`config.mk`:
```
export PLATFORM = sky130hd
export DESIGN_NAME = phy_tx_sched
export DESIGN_NICKNAME = d
export VERILOG_FILES = /design/src/rtl/phy_tx_sched.sv
export SDC_FILE = /design/constraint.sdc
export NUM_CORES = 1
export LEC_CHECK = 0
export ABC_AREA = 1
export ABC_CLOCK_PERIOD_IN_PS = 4850
export CAP_MARGIN = 5
export CORE_MARGIN = 1.5
export CORE_UTILIZATION = 45
export CTS_CLUSTER_SIZE = 10
export DETAILED_ROUTE_END_ITERATION = 10
export GPL_ROUTABILITY_DRIVEN = 0
export MAX_ROUTING_LAYER = met4
export PLACE_DENSITY = 0.78
export SLEW_MARGIN = 10
export SYNTH_ARGS = -nofsm -noshare
export SYNTH_HDL_FRONTEND = slang
export SYNTH_SLANG_ARGS = --single-unit
```
`constraint.sdc`:
```
create_clock -name clock1 -period 4.85 [get_ports clock1]
set_clock_uncertainty 0.2 [all_clocks]
set_input_delay 1.455 -clock clock1 [delete_from_list [all_inputs] [get_ports clock1]]
set_output_delay 1.455 -clock clock1 [all_outputs]
set_load 0.05 [all_outputs]
```
`src/rtl/phy_tx_sched.sv`:
```
// Two-port round-robin packet scheduler feeding phy_tx: one packet at a time,
// fixed idle gap after each packet, orphan (non-sop) beats drained while idle.
module phy_tx_sched #(
  parameter int GAP = 2
) (
  input  logic        clock1,
  input  logic        reset_L,
  input  logic        tx_en,
  input  logic        req0_valid,
  input  logic        req0_sop,
  input  logic        req0_eop,
  input  logic [31:0] req0_data,
  input  logic        req1_valid,
  input  logic        req1_sop,
  input  logic        req1_eop,
  input  logic [31:0] req1_data,
  output logic        req0_ready,
  output logic        req1_ready,
  output logic [31:0] data_out,
  output logic        valid,
  output logic [15:0] pkt_cnt0,
  output logic [15:0] pkt_cnt1,
  output logic [7:0]  drop_cnt,
  output logic        busy
);

  localparam logic [1:0] ST_IDLE = 2'd0;
  localparam logic [1:0] ST_SEND = 2'd1;
  localparam logic [1:0] ST_GAP  = 2'd2;
  localparam logic [3:0] GAP_LEN = 4'(GAP);

  logic [1:0]  state_q, state_d;
  logic        gnt_q, gnt_d;
  logic        prio_q, prio_d;
  logic [3:0]  gap_cnt_q, gap_cnt_d;
  logic [31:0] data_q, data_d;
  logic        valid_q, valid_d;
  logic [15:0] pkt_cnt0_q, pkt_cnt0_d;
  logic [15:0] pkt_cnt1_q, pkt_cnt1_d;
  logic [7:0]  drop_cnt_q, drop_cnt_d;

  logic        elig0_s, elig1_s;
  logic        drain0_s, drain1_s;
  logic        send0_s, send1_s;
  logic        beat_valid_s, beat_eop_s;
  logic [31:0] beat_data_s;
  logic [8:0]  drop_sum_s;

  // Ready is a pure decode of state in SEND; in IDLE it only drains orphans.
  always_comb begin
    elig0_s      = req0_valid & req0_sop;
    elig1_s      = req1_valid & req1_sop;
    drain0_s     = (state_q == ST_IDLE) & req0_valid & ~req0_sop;
    drain1_s     = (state_q == ST_IDLE) & req1_valid & ~req1_sop;
    send0_s      = (state_q == ST_SEND) & ~gnt_q;
    send1_s      = (state_q == ST_SEND) & gnt_q;
    req0_ready   = reset_L & (send0_s | drain0_s);
    req1_ready   = reset_L & (send1_s | drain1_s);
    beat_valid_s = gnt_q ? req1_valid : req0_valid;
    beat_eop_s   = gnt_q ? req1_eop   : req0_eop;
    beat_data_s  = gnt_q ? req1_data  : req0_data;
    drop_sum_s   = {1'b0, drop_cnt_q} + {8'd0, drain0_s} + {8'd0, drain1_s};
  end

  // Next-state, datapath and counter updates.
  always_comb begin
    state_d    = state_q;
    gnt_d      = gnt_q;
    prio_d     = prio_q;
    gap_cnt_d  = gap_cnt_q;
    data_d     = data_q;
    valid_d    = 1'b0;
    pkt_cnt0_d = pkt_cnt0_q;
    pkt_cnt1_d = pkt_cnt1_q;
    drop_cnt_d = drop_sum_s[8] ? 8'hFF : drop_sum_s[7:0];
    case (state_q)
      ST_IDLE: begin
        if (tx_en && (elig0_s || elig1_s)) begin
          state_d = ST_SEND;
          if (elig0_s && elig1_s) begin
            gnt_d = prio_q;
          end else begin
            gnt_d = elig1_s;
          end
        end else begin
          state_d = ST_IDLE;
        end
      end
      ST_SEND: begin
        if (beat_valid_s) begin
          valid_d = 1'b1;
          data_d  = beat_data_s;
          if (beat_eop_s) begin
            prio_d = ~gnt_q;
            if (gnt_q) begin
              pkt_cnt1_d = pkt_cnt1_q + 16'd1;
            end else begin
              pkt_cnt0_d = pkt_cnt0_q + 16'd1;
            end
            if (GAP_LEN == 4'd0) begin
              state_d = ST_IDLE;
            end else begin
              state_d   = ST_GAP;
              gap_cnt_d = GAP_LEN;
            end
          end else begin
            state_d = ST_SEND;
          end
        end else begin
          state_d = ST_SEND;
        end
      end
      ST_GAP: begin
        // The gap cycle that sees a count of 1 is the last one.
        if (gap_cnt_q <= 4'd1) begin
          state_d   = ST_IDLE;
          gap_cnt_d = 4'd0;
        end else begin
          gap_cnt_d = gap_cnt_q - 4'd1;
        end
      end
      default: begin
        state_d   = ST_IDLE;
        gap_cnt_d = 4'd0;
      end
    endcase
  end

  // State and output registers.
  always_ff @(posedge clock1 or negedge reset_L) begin
    if (!reset_L) begin
      state_q    <= ST_IDLE;
      gnt_q      <= 1'b0;
      prio_q     <= 1'b0;
      gap_cnt_q  <= 4'd0;
      data_q     <= 32'h0;
      valid_q    <= 1'b0;
      pkt_cnt0_q <= 16'd0;
      pkt_cnt1_q <= 16'd0;
      drop_cnt_q <= 8'd0;
    end else begin
      state_q    <= state_d;
      gnt_q      <= gnt_d;
      prio_q     <= prio_d;
      gap_cnt_q  <= gap_cnt_d;
      data_q     <= data_d;
      valid_q    <= valid_d;
      pkt_cnt0_q <= pkt_cnt0_d;
      pkt_cnt1_q <= pkt_cnt1_d;
      drop_cnt_q <= drop_cnt_d;
    end
  end

  assign data_out = data_q;
  assign valid    = valid_q;
  assign pkt_cnt0 = pkt_cnt0_q;
  assign pkt_cnt1 = pkt_cnt1_q;
  assign drop_cnt = drop_cnt_q;
  assign busy     = (state_q != ST_IDLE);

endmodule

```
Word-level counts from Yosys, hierarchy flattened. Index checks and enable logic that the tools add are counted.

Register bits: 81. Input port bits: 73. Logic and storage cells: 63.

Add/subtract/negate cells: 5. $lt $le $gt $ge: 1. Equality and inequality tests: 5. Multiplexer cells: 16. Bitwise logic cells: 16. Reduce and logical (&&, ||, !) cells: 11.

Operators with widths (count): adder 16 x 1 -> 16 bit, second input constant (2); two-way mux 32 bit (1); two-way mux 4 bit (3); one-hot mux 4 bit (3 select lines) (1); AND 1 bit (10); adder 8 x 1 -> 9 bit (1); adder 9 x 1 -> 9 bit (1); two-way mux 8 bit (1); AND reduction 4 bit (2); two-way mux 1 bit (6); two-way mux 2 bit (3); != test 2 bit, second input constant (3); one-hot mux 2 bit (3 select lines) (1); AND reduction 3 bit (2); <= comparator 4 x 1 -> 1 bit, second input constant (1); NOT 1 bit (4); AND reduction 2 bit (2); subtractor 4 x 1 -> 4 bit, second input constant (1); == test 2 x 1 -> 1 bit, second input constant (1); == test 2 bit, second input constant (1); logical AND 1 bit (2); zero test 2 bit (1); OR 1 bit (2); nonzero test 2 bit (1); logical OR 1 bit (1).

Depth between registers and ports, before layout. Gate-level depths: netlist of run 1.

Depth after elaboration: 6. Depth in mapped cells: 11.

Least setup slack after synthesis of run 1. Ideal clock, no wire load.

Path kind: input to output. From: in req1_sop. To: out req1_ready. Arrival time: 2.422 ns. Slack: 0.773 ns. Cell stages on the path: 2. Buffers on the path: 0. Cells stage by stage: nand3b_1 a21oi_1.

Cells in the longest elaborated chain, start to end: 4.

RTL lines: from (decl) (line 14) `input logic req1_sop,`; NOT 1 bit (line 54) `drain1_s = (state_q == ST_IDLE) & req1_valid & ~req1_sop;`; AND 1 bit (line 54); OR 1 bit (line 58) `req1_ready = reset_L & (send1_s | drain1_s);`; AND 1 bit (line 58); to (decl) (line 18) `output logic req1_ready,`.

Every way passes these cells.

Final worst setup path of run 1.
From: in req1_valid. To: out req1_ready.

Cells in the longest elaborated chain, start to end: 4.

RTL lines: from (decl) (line 13) `input logic req1_valid,`; AND 1 bit (2 in series) (line 54); OR 1 bit (line 58); AND 1 bit (line 58).

Every way passes these cells.

==> flow_summary.toml, run 1 <==
[clocking]
postCtsHoldBufs = 0
clock_latency_ns = 0.34
cts.sinks = 81
cts_inserted_buffers = 9
postCtsSetupBuffers = 0
clock_path_buffers = 2
root_buffer = "clkbuf_8"
cts.repair.resized = 0
cts_tree = "built"
path_clk_slew_ns = 0.07
cts_max_level = 3

[worst_hold_path]
whs_path_depth = 2
worstHoldPathType = "register to register"
min_from = "gap_cnt_q[1]"
hold_path_end = "gap_cnt_q[1]"

[placement]
dp_hpwl_um = 8369
io_buffer_count = 148
dp_cells = 813
dp_slack_ns = 0.6187

[critical_path]
reg2reg_to = "drop_cnt[3]"
ff2ff_path_depth = 9
cp_max_fo = 3
end_kind = "primary output"
reg2reg_setup_slack_ns = 2.30
worstSetupStartpointType = "input port"
rr_startpoint = "state_q[0]"
cp.arrival_ns = 2.58
setup.worst_path.class = "input port to primary output"
cp.required_ns = 3.19

[layout]
fillerInstances = 768
drive_above_1_share_pct = 6.000
final_common_cell = "nand2_1"
diodes = 0
final_cells = 829
multiInputGateArea_um2 = 1983
area_growth_pct = 42.56
final_util_pct = 65.90
final_nets = 776
register_area_um2 = 2027
final_cell_mix = "nand2_1 (197), clkdlybuf4s50_1 (145), nor2_1 (82), dfrtp_1 (81), inv_1 (38)"

[global_route]
overflow = 0
grt_pass1_wl_um = 19050
grt_pass1_vias = 4108
antenna_found_initial = 0
grt_max_degree = 82
grt.total_usage_pct = 24.62

[timing]
relSlewSlack_pct = 31.08
setup_viol = 0
finalHoldViolations = 0
whs_ns = 0.2830
clock.fmax_mhz = 236.4
period_share_pct = 87.23
setup_ws_ns = 0.6192
rsz0062_at_grt = "false"
slew_violations = 0
period_needed_ns = 4.231
tightest_slew_ns = 1.034
final.setup.tns_ns = 0

[floorplanning]
die_x_um = 100.4
rows = 35
die_h_um = 100.4
core-area_um2 = 9240
die_area_um2 = 10090
initial_utilization_pct = 46.23
ioPinCount = 149

[yosys]
synth_warnings = 0
syn_nets = 631
ys_async_sr_fraction_pct = 100.0
synth-seq-area-share_pct = 47.45
synth_top_area_share_pct = 47.45
synthFlopType = "dfrtp_1"
syn_avg_cell_area_um2 = 7.767
synth_top_cell_by_area = "dfrtp_1"
synth-seq-cells = 81
post_synth_instance_area_um2 = 4272
synth_cell_type_count = 36
synthTopCellsByArea = "dfrtp_1 (47%), nand2_1 (17%), nor2_1 (7.2%), a31oi_1 (4.8%), inv_1 (3.3%)"
synth_edf_count = 0
syn-instance-count = 550

[routing]
drtIter0Drc = 108
vias = 4099
vias_per_cell = 4.945
post_drt_wl_per_cell_um = 13.77
final_antenna_net_count = 0
drt-total-wl_um = 11410
first_pass_iters = 4
drcViolationCount = 0

[outcome]
status = "finished clean"

[job]
maxCapViolations = 0

[power_and_ir_drop]
power_leakage_nw = 2.686
power_density_nw_per_um2 = 622.2
peakVddDrop_mv = 0.3813
-- synth_stat cells (2+ instances only) --
master	n
clkbuf_1	6
nor2_1	82
a21oi_1	3
xnor2_2	2
buf_2	5
nor2_4	2
nand2_2	8
xnor2_1	2
nand4_1	10
ha_1	7
nand2_1	197
dfrtp_1	81
nand2_4	3
xor2_1	11
o21ai_1	2
nand3b_1	3
a31oi_1	33
inv_1	38
buf_4	2
nand3_1	14
buf_6	4
o21ai_0	21
-- flip-flops by register name, indices dropped and copies added (netlist names) --
register   flops
data_out      32
pkt_cnt0      16
pkt_cnt1      16
drop_cnt       8
gap_cnt_q      4
state_q        2
gnt_q          1
prio_q         1
valid          1
-- metrics by stage --
stage | power, mW | instance area [um^2]
after floorplan | 2.506 | 4272
final | 3.789 | 6090
after CTS | 3.818 | 6090
after detailed placement | 3.216 | 5854
after global placement | 3.174 | 5854
after global routing | 4.016 | 6090
-- power breakdown --
group | total [mW] | switching [mW] | leakage [nW] | internal, mW
logic | 2.10 | 1.42 | 1.58 | 0.681
clock network | 0.591 | 0.248 | 0.118 | 0.343
registers | 1.10 | 0.189 | 0.985 | 0.914
-- routing by layer --
metal / up-vias / track usage [%] / share of wire, %
met4: 0 / 10.40 / 3.1
met5: - / - / 0
met1: 1910 / 28.14 / 43
li1: 2047 / - / -
met3: 30 / 4.178 / 4.0
met2: 112 / 42.75 / 50
-- critical path, cell delays in order --
cell	delay, ns
clkdlybuf4s50_1	0.54
nand3b_1	0.15
a21oi_1	0.26
buf_12	0.18
-- cells by family after synthesis --
kind of cell               share of synthesized area [%]
AOI/OAI and AO/OA                                  8.817
buffers and inverters                              6.297
adders and majority gates                          2.519
DFF                                                47.45
and+or+nand+nor                                    31.49
xor gates and xnor gates                           3.427
-- how the worst max path moves through the flow --
| stage | to | start | slack [ns] |
|---|---|---|---|
| global placement | req1_ready | req1_valid | 0.64 |
| detailed placement | req1_ready | req1_valid | 0.62 |
| global route | req1_ready | req1_valid | 0.56 |
| floorplan | req1_ready | req1_sop | 0.77 |
| finish | req1_ready | req1_valid | 0.62 |
| CTS | req1_ready | req1_valid | 0.62 |
-- layout make-up --
class,instances,area share [%]
multi-input cells,411,32.57
clock buffers,11,2.157
repair buffers,151,24.98
inverters,41,2.651
clock inverters,5,1.705
flip-flops and latches,81,33.29
well taps,129,2.651
Power figures use the tool's default switching activity.
==> inputs of run 2 (changes only) <==
Settings changed: CORE_UTILIZATION 45 to 30, PLACE_DENSITY 0.78 to 0.55.
==> flow_summary.toml, run 2 (same netlist as run 1, synthesis figures left out) <==
[clocking]
cts_inserted_buffers = 9
cts.sinks = 81
clock_latency_ns = 0.34
root_buffer = "clkbuf_16"
cts.repair.resized = 0
postCtsSetupBuffers = 0
postCtsHoldBufs = 0
path_clk_slew_ns = 0.06
cts_max_level = 3
clock_path_buffers = 2
cts_tree = "built"

[critical_path]
crit_family = "buffers and inverters"
cp.required_ns = 3.19
setup.worst_path.class = "input port to primary output"
critical_path.cell_chain = "clkdlybuf4s50_1 > nand3b_1 > a21oi_1 > buf_12"
cp_max_fo = 3
cp_slowest_cell = "clkdlybuf4s50_1"
worstSetupStartpointType = "input port"
ff2ff_path_depth = 9
end_kind = "primary output"
crit_cells = 4
crit_buf_inv = 2
cp.arrival_ns = 2.60
slowest_delay_ns = 0.55

[timing]
rsz0062_at_grt = "false"
setup_viol = 0
relSlewSlack_pct = 28.34
tightest_slew_ns = 1.075
whs_ns = 0.2819
finalHoldViolations = 0
setup_ws_ns = 0.5974
clock.fmax_mhz = 235.2
final.setup.tns_ns = 0
period_share_pct = 87.68
slew_violations = 0
period_needed_ns = 4.253

[layout]
fillerInstances = 1391
final_cell_mix = "nand2_1 (197), clkdlybuf4s50_1 (145), nor2_1 (82), dfrtp_1 (81), inv_1 (38)"
largest_reg_flops = 32
final_nets = 776
final_common_cell = "nand2_1"
area_growth_pct = 46.49
final_cells = 882
drive_above_1_share_pct = 6.143

[routing]
vias = 4089
first_pass_iters = 4
drt-total-wl_um = 12160
drtIter0Drc = 213
post_drt_wl_per_cell_um = 13.79
vias_per_cell = 4.636
drcViolationCount = 0
final_antenna_net_count = 0

[power_and_ir_drop]
total_power_mw = 3.945
power_leakage_nw = 2.731
power_density_nw_per_um2 = 630.4
peakVddDrop_mv = 0.3158

[placement]
dp_cells = 864
io_buffer_count = 148
dp_slack_ns = 0.6000
dp_hpwl_um = 8750

[job]
maxCapViolations = 0

[global_route]
grt.busiest_layer = "met2"
overflow = 0
met3_usage_pct = 3.671
grt_pass1_vias = 4026
grt.total_usage_pct = 17.57
grt_pass1_wl_um = 19700
grt_max_degree = 82
antenna_found_initial = 2
met1_usage_pct = 20.12
grt.met2_usage_pct = 29.09

[floorplanning]
core-area_um2 = 13880
rows = 43
ioPinCount = 149
die_area_um2 = 14960
initial_utilization_pct = 30.77
die_x_um = 122.3
die_h_um = 122.3

[outcome]
status = "finished clean"

[worst_hold_path]
worstHoldPathType = "register to register"
whs_path_depth = 2
## run 2: cell count changes in the layout (fill, tap and decap cells not counted), sizes merged
cell	previous run	this run
clkinv	3	4
diode	0	2
bufinv	3	2
## run 2: routing by layer
| layer | routed length [um] | up-vias |
|---|---|---|
| li1 | - | 2046 |
| met1 | 5184 | 1915 |
| met2 | 6018 | 105 |
| met3 | 554 | 23 |
| met4 | 403 | 0 |
| met5 | 0 | - |
## run 2: worst paths after layout
kind | startpoint | endpoint | slack (ns)
hold reg to reg | gap_cnt_q[1] | gap_cnt_q[1] | 0.28
setup reg to reg | state_q[0] | drop_cnt[5] | 2.31
min in group asynchronous | reset_L | drop_cnt[4] | 1.18
setup / recovery | req1_valid | req1_ready | 0.60
hold / removal | gap_cnt_q[1] | gap_cnt_q[1] | 0.28
max in group asynchronous | reset_L | pkt_cnt0[15] | 2.56
## run 2: stage by stage
step	utilization [%]	area [um^2]
2_1_floorplan	-	4272
3_3_place_gp	42.73	5931
3_5_place_dp	42.73	5931
4_1_cts	45.04	6252
5_1_grt	45.08	6257
6_report	45.08	6257
## run 2: power by group
part	switching [mW]	internal, mW	leakage [nW]
clock network	0.279	0.464	0.159
registers	0.190	0.916	0.985
logic	1.41	0.687	1.59
## run 2: cell type report
type,count,area [um^2],area share [%]
antenna,2,5.005,0.07998
clock buffer,11,242.7,3.879
clock inverter,5,78.83,1.260
inverter,41,161.4,2.579
multi-input combinational,411,1983,31.69
sequential,81,2027,32.39
tap,180,225.2,3.599
timing repair buffer,151,1534,24.52
## run 2: tightest hold or removal path, cell delays in order (launching register included)
cell and delay, ns:
dfrtp_1 0.34, nand2_1 0.05, nand2_1 0.06
